===== config.mk =====
export PLATFORM = sky130hd
export DESIGN_NAME = led_shift_sequencer
export DESIGN_NICKNAME = d
export VERILOG_FILES = /design/src/rtl/led_shift_sequencer.sv
export SDC_FILE = /design/constraint.sdc
export NUM_CORES = 1
export LEC_CHECK = 0
export ABC_AREA = 1
export CAP_MARGIN = 20
export CORE_ASPECT_RATIO = 0.75
export CORE_MARGIN = 1
export CORE_UTILIZATION = 24
export CTS_BUF_LIST = sky130_fd_sc_hd__clkbuf_4
export DETAILED_ROUTE_END_ITERATION = 16
export SETUP_SLACK_MARGIN = 0.2
export SKIP_CTS_REPAIR_TIMING = 1
export SLEW_MARGIN = 20
export SYNTH_ARGS = -nofsm -noshare
export SYNTH_HDL_FRONTEND = slang
export SYNTH_SLANG_ARGS = --single-unit

===== constraint.sdc =====
create_clock -name clk -period 1.72 [get_ports clk]
set_input_delay 0.172 -clock clk [delete_from_list [all_inputs] [get_ports clk]]
set_output_delay 0.172 -clock clk [all_outputs]
set_load 0.005 [all_outputs]

===== src/rtl/led_shift_sequencer.sv =====
// LED shift-register controller: manual left/right shifts, mode cycling and
// prescaled auto patterns (running light left/right, ping-pong).
module led_shift_sequencer #(
   parameter int TICK_DIV = 12500000,
   parameter int CNT_W    = 24
) (
   input  logic       clk,
   input  logic       rst_key,
   input  logic       mode_key,
   input  logic       ls_key,
   input  logic       rs_key,
   input  logic       ls_bit,
   input  logic       rs_bit,
   output logic [7:0] LEDS,
   output logic [1:0] mode
);

   localparam logic [1:0] MANUAL   = 2'd0;
   localparam logic [1:0] AUTO_L   = 2'd1;
   localparam logic [1:0] AUTO_R   = 2'd2;
   localparam logic [1:0] PINGPONG = 2'd3;

   localparam logic [CNT_W-1:0] CNT_LAST = CNT_W'(TICK_DIV - 1);
   localparam logic [CNT_W-1:0] CNT_ONE  = CNT_W'(1);

   // Key order in the vectors below: bit0 mode, bit1 left shift, bit2 right shift.
   logic [2:0] key_in;
   logic [2:0] k_r;
   logic [2:0] k_rr;
   logic [2:0] armed;
   logic [2:0] press;

   logic [CNT_W-1:0] cnt;
   logic             dir_left;
   logic             tick;
   logic [7:0]       auto_leds;
   logic             auto_dir;

   assign key_in = {rs_key, ls_key, mode_key};

   // A key must be seen released after reset before its falling edge counts,
   // so a button held through reset does not fire on release of reset.
   always_ff @(posedge clk) begin
      if (!rst_key) begin
         k_r   <= 3'b111;
         k_rr  <= 3'b111;
         armed <= 3'b000;
      end else begin
         k_r   <= key_in;
         k_rr  <= k_r;
         armed <= armed | key_in;
      end
   end

   assign press = k_rr & ~k_r & armed;
   assign tick  = (mode != MANUAL) && (cnt == CNT_LAST);

   // An empty register is seeded instead of rotated so auto modes always show a light.
   always_comb begin
      auto_leds = LEDS;
      auto_dir  = dir_left;
      if (LEDS == 8'h00) begin
         auto_leds = 8'h01;
      end else begin
         case (mode)
            AUTO_L:   auto_leds = {LEDS[6:0], LEDS[7]};
            AUTO_R:   auto_leds = {LEDS[0], LEDS[7:1]};
            PINGPONG: begin
               auto_leds = dir_left ? {LEDS[6:0], LEDS[7]} : {LEDS[0], LEDS[7:1]};
               if (dir_left && auto_leds[7]) begin
                  auto_dir = 1'b0;
               end else if (!dir_left && auto_leds[0]) begin
                  auto_dir = 1'b1;
               end
            end
            default: auto_leds = LEDS;
         endcase
      end
   end

   always_ff @(posedge clk) begin
      if (!rst_key) begin
         LEDS     <= 8'h00;
         mode     <= MANUAL;
         dir_left <= 1'b1;
         cnt      <= '0;
      end else if (press[0]) begin
         mode <= mode + 2'd1;
         cnt  <= '0;
         if (mode == AUTO_R) begin
            dir_left <= 1'b1;
         end
      end else begin
         if (mode == MANUAL || tick) begin
            cnt <= '0;
         end else begin
            cnt <= cnt + CNT_ONE;
         end
         // A tick that collides with a manual press is simply lost.
         if (press[1]) begin
            LEDS <= {LEDS[6:0], ls_bit};
         end else if (press[2]) begin
            LEDS <= {rs_bit, LEDS[7:1]};
         end else if (tick) begin
            LEDS     <= auto_leds;
            dir_left <= auto_dir;
         end
      end
   end

endmodule


# Word-level counts from Yosys, hierarchy flattened

Index checks and enable logic that the tools add are counted.

Eq/ne operators: 8
Add/sub/neg operators: 2
Muxes and demuxes: 15
Bitwise operators: 6
Reduce and logical (&&, ||, !) cells: 16

Operators with widths:

| operator                                                                 | number |
|---|---|
| 8-bit two-way mux                                                        | 5 |
| 24-bit by 1-bit adder with 24-bit output (second input constant)         | 1 |
| 24-bit == test (second input constant)                                   | 1 |
| 8-bit one-hot mux with 3 select lines                                    | 1 |
| 1-bit two-way mux                                                        | 9 |
| 8-bit zero test                                                          | 1 |
| 7-bit AND reduction                                                      | 1 |
| 3-bit AND                                                                | 2 |
| 2-bit inequality test (second input constant)                            | 3 |
| 2-bit nonzero test                                                       | 3 |
| 3-bit nonzero test                                                       | 2 |
| 6-bit nonzero test                                                       | 1 |
| 2-bit == test (second input constant)                                    | 2 |
| 1-bit logical AND                                                        | 3 |
| 3-bit NOT                                                                | 1 |
| 3-bit bitwise OR                                                         | 1 |
| 3-bit AND reduction                                                      | 1 |
| 3-bit OR reduction                                                       | 1 |
| 2-bit by 1-bit adder with 2-bit output (second input constant)           | 1 |
| 2-bit by 1-bit == test with 1-bit output (second input constant)         | 1 |
| 2-bit zero test                                                          | 1 |
| 2-bit by 1-bit inequality test with 1-bit output (second input constant) | 1 |
| 1-bit NOT                                                                | 2 |
| 1-bit zero test                                                          | 1 |
| 1-bit logical OR                                                         | 1 |

Input bits: 7
Word-level logic and storage cells: 54
Output and inout bits: 10
Flip-flop bits (word level): 44

# Longest topological paths before layout

Word-level depth: 10
Depth in mapped cells: 12
Mapped depth without buffers: 11

# Worst setup path before layout

Ideal clock, no wire load.

Path type: reg2reg
Start point: register cnt[0]
End point: register cnt[20]
Setup time: 0.116 ns
Period minus slack after synthesis: 1.552 ns
Stages on the path, launching flop included: 10
Arrival: 1.436 ns
Slack: 0.168 ns
Path buffers: 1
Required time: 1.604 ns
Cell sequence: dfxtp_1 -> ha_1 -> nand2_2 -> nor2_8 -> inv_2 -> nor2_1 -> nand2_1 -> o21ai_2 -> buf_6 -> a21oi_1

Cells in the longest elaborated chain, start to end: 4
Elaborated cells between the ends (all ways): 5
Classes of those cells: add/sub (1); eq/ne (1); reduce/logical (3)

RTL lines:

| what                                                                             | RTL line | text |
|---|---|---|
| from (decl)                                                                      | 33       | `logic [CNT_W-1:0] cnt;` |
| from (signal assigned)                                                           | 97       | `cnt <= cnt + CNT_ONE;` |
| branches (longest 4 deep; another with 24-bit by 1-bit adder with 24-bit output) | n/a      |  |

Several ways; the timed one is not identified.
A chain may end at the register's enable or synchronous reset.

# Worst setup path in the final report

Start point: register cnt[1]
End point: register cnt[23]

The elaborated chain is that of the path after synthesis.

==> results.md <==
- Critical-path maximum fanout: 5
- Worst path setup slack after routing: about 0.12 ns
- Setup repair after global routing missed its margin: true
- CTS H-tree depth: 2
- Headroom to the max-slew limit: 0.780
- Synthesized cell area: 2390 um^2
- Type of element capturing the critical path: flip-flop
- Library cells used by synthesis: 27
- Beginning of the worst register-to-register path: cnt[1]
- Final weighted congestion of routability-driven global placement: between 0.8 and 0.9
- Fraction of the yosys area taken by sequential cells: 0.368
- Total area of sequential cells: 903 um^2
- Number of register bits inferred by synthesis: 44
- Post-detailed-route DRC marker count: 0
- Hold/Removal Path Class: input pin to flip-flop
- First-pass detailed-route iteration total: 4
- WL final: 5800 um
- P per Cell Area: between 600 and 700 nW/um^2
- Initial antenna violation count: 0
- Area overhead of the layout relative to synthesis: 30.8%
- Non-filler instance count after layout: about 530
- Clock latency on the worst-skew pair: around 0.34 ns
- Count of inserted antenna diode cells: 0
- Standard-cell rows: 31
- Standard cell area after detailed placement: 2770 um^2
- Startpoint class of the critical path: flip-flop
- Area of combinational cells with multiple inputs: 1530 um^2
- Fraction of final layout cells with drive strength greater than 1: 0.255
- Total gr overflow: 0
- Placement-stage worst setup slack: -0.0217 ns
- Detail Route Antenna Nets: 0
- Mean number of vias per cell: 4.39
- End point of the worst hold path: armed[1]
- Signal arrival time at the worst endpoint: 1.85 ns
- CTS tree: done
- Count of routing violations after the opening detailed-route iteration: about 140
- Post-synthesis net count: 375
- Finished layout cell area: between 3000 and 4000 um^2
- Total CTS buffers: 5
- Hold path depth: 3
- Min-delay src: ls_key
- Total count of hold-check failures in the final report: 0
- Final setup TNS: 0 ns
- Final core utilization: 0.324
- Final Slew Violations: 0
- Commonest non-fill, non-tap cell in the layout: sky130_fd_sc_hd__nand2_1
- Commonest non-fill, non-tap cells in the layout: 91 x sky130_fd_sc_hd__nand2_1, 51 x sky130_fd_sc_hd__nor2_1, 44 x sky130_fd_sc_hd__inv_1
- Worst Path Class, Setup: flip-flop to flip-flop
- FILL cells: 1024
- R2r worst-path depth: 9
- Final Net Count: 411
- Worst-case clock skew: 0.00618 ns
- Total routing usage reported by global routing: 0.111
- Placed cell count: ~520
- Starting Density: 0.248
- Die height: 88.5 um
- Placeable core area: 9660 um^2
- Average routed wire per standard cell: 10.9 um
- Clk root buf: sky130_fd_sc_hd__clkbuf_4
- Shortest period the worst path allows: 1.60 ns
- Worst R2R Setup Slack: 0.12 ns
- Clock transition at the registers of the reported paths: 0.12 ns
- Pin count of the biggest net entering global routing: 13
- Status: finished, final reports clean
- Required time at the worst-slack endpoint: 1.97 ns
- I/O Buffers: 16
- Highest achievable clock rate: 0.625 GHz
- Power, Total: 1.94 mW
- Leakage: between 1 and 1.5 nW
- Peak supply drop: 0.000265 V
- Ys Warns: 0
- Die Span X: 117 um
- Final HPWL from detailed placement: 4200 um
- Via count: ~2300
- Fin crit share: 0.930
- Wire length of the first global-routing pass: 9110 um
- Count of endpoints failing setup in the final report: 0
- Worst Max-Slew Pin Slew: 0.328 ns
- Synthesized instance count: 364
- RR Endpoint: cnt[23]
- Die area: 10400 um^2
- Max Cap Viol: 0
- Fin Hold WS: about 0.41 ns
- Sink Count: 44
- Vias in the first global route: 1960
- Boundary Pins: 17
- Post-synthesis average cell area: 6.57 um^2
- Maximum buffer depth of the clock tree: 2
cell type report:
cell class / instances / area share
Tap cell: 132 / 0.0528
Multi-Input combinational cell: 268 / 0.488
Clock inverter: 1 / 0.00160
Sequential cell: 44 / 0.289
Clock buffer: 6 / 0.0144
Timing Repair Buffer: 32 / 0.0944
Inverter: 49 / 0.0604
Yosys cell counts:
library cell	count	area share
sky130_fd_sc_hd__nand2_1	96	0.15
sky130_fd_sc_hd__nor2_1	65	0.10
sky130_fd_sc_hd__inv_1	47	0.074
sky130_fd_sc_hd__dfxtp_1	44	0.37
sky130_fd_sc_hd__nand3_1	22	0.046
sky130_fd_sc_hd__a21oi_1	14	0.029
sky130_fd_sc_hd__nand4_1	10	0.026
sky130_fd_sc_hd__o21ai_0	10	0.021
sky130_fd_sc_hd__nor3_1	9	0.019
sky130_fd_sc_hd__or2_2	8	0.021
sky130_fd_sc_hd__xor2_1	6	0.022
sky130_fd_sc_hd__nor2_2	5	0.013
sky130_fd_sc_hd__a21oi_2	4	0.015
sky130_fd_sc_hd__ha_1	4	0.021
sky130_fd_sc_hd__buf_6	3	0.014
sky130_fd_sc_hd__inv_2	2	0.0031
sky130_fd_sc_hd__nand2_4	2	0.0094
sky130_fd_sc_hd__nand3_2	2	0.0084
sky130_fd_sc_hd__nor3b_1	2	0.0063
sky130_fd_sc_hd__or2_0	2	0.0052
sky130_fd_sc_hd__a31oi_1	1	0.0026
sky130_fd_sc_hd__buf_2	1	0.0021
sky130_fd_sc_hd__nand2_2	1	0.0026
sky130_fd_sc_hd__nor2_8	1	0.0084
sky130_fd_sc_hd__o21ai_2	1	0.0037
sky130_fd_sc_hd__o21bai_1	1	0.0031
sky130_fd_sc_hd__xnor2_1	1	0.0037
critical path: stages, from the launching register on:
cell	delay, ns
sky130_fd_sc_hd__dfxtp_4	0.39
sky130_fd_sc_hd__ha_4	0.14
sky130_fd_sc_hd__nand2_4	0.08
sky130_fd_sc_hd__nor2_8	0.17
sky130_fd_sc_hd__inv_4	0.06
sky130_fd_sc_hd__nor2_4	0.10
sky130_fd_sc_hd__nand2_4	0.07
sky130_fd_sc_hd__o21ai_4	0.26
sky130_fd_sc_hd__buf_4	0.19
sky130_fd_sc_hd__a21oi_1	0.04
per-layer routing:
metal,GRT usage,part of all wire,up-vias
li1,-,-,1209
met1,0.173,0.54,1070
met2,0.152,0.41,49
met3,0.0212,0.039,7
met4,0.0299,0.011,0
met5,0,0,-
sequential cells by signal, summed over array words and instances, names as in the netlist:
signal / flops
LEDS: 8
k_r: 3
armed: 3
mode: 2
k_rr: 3
cnt: 24
dir_left: 1
worst max path at each step:
stage	start	end	slack, ns	cells past startpoint
3_5_place_dp	cnt[1]	cnt[22]	-0.02	6
6_report	cnt[1]	cnt[23]	0.12	9
2_1_floorplan	cnt[0]	LEDS[1]	0.22	11
3_3_place_gp	cnt[1]	cnt[22]	0.03	6
5_1_grt	cnt[1]	cnt[23]	0.05	9
4_1_cts	cnt[1]	cnt[22]	-0.04	6
power breakdown:
part / switching (mW) / internal (mW)
registers: 0.0327 / 1.05
clock network: 0.313 / 0.167
logic: 0.223 / 0.158
cell families (layout without fill, tap and decap cells):
kind of cell               Yosys count  in the layout  synth area share
AOI/OAI and AO/OA                   31             31            0.0743
and+or+nand+nor                    225            226             0.418
DFF                                 44             44             0.368
xor gates and xnor gates             7              7            0.0256
adders and majority gates            4              4            0.0209
buffers and inverters               53             88            0.0931
Power figures use the tool's default switching activity.
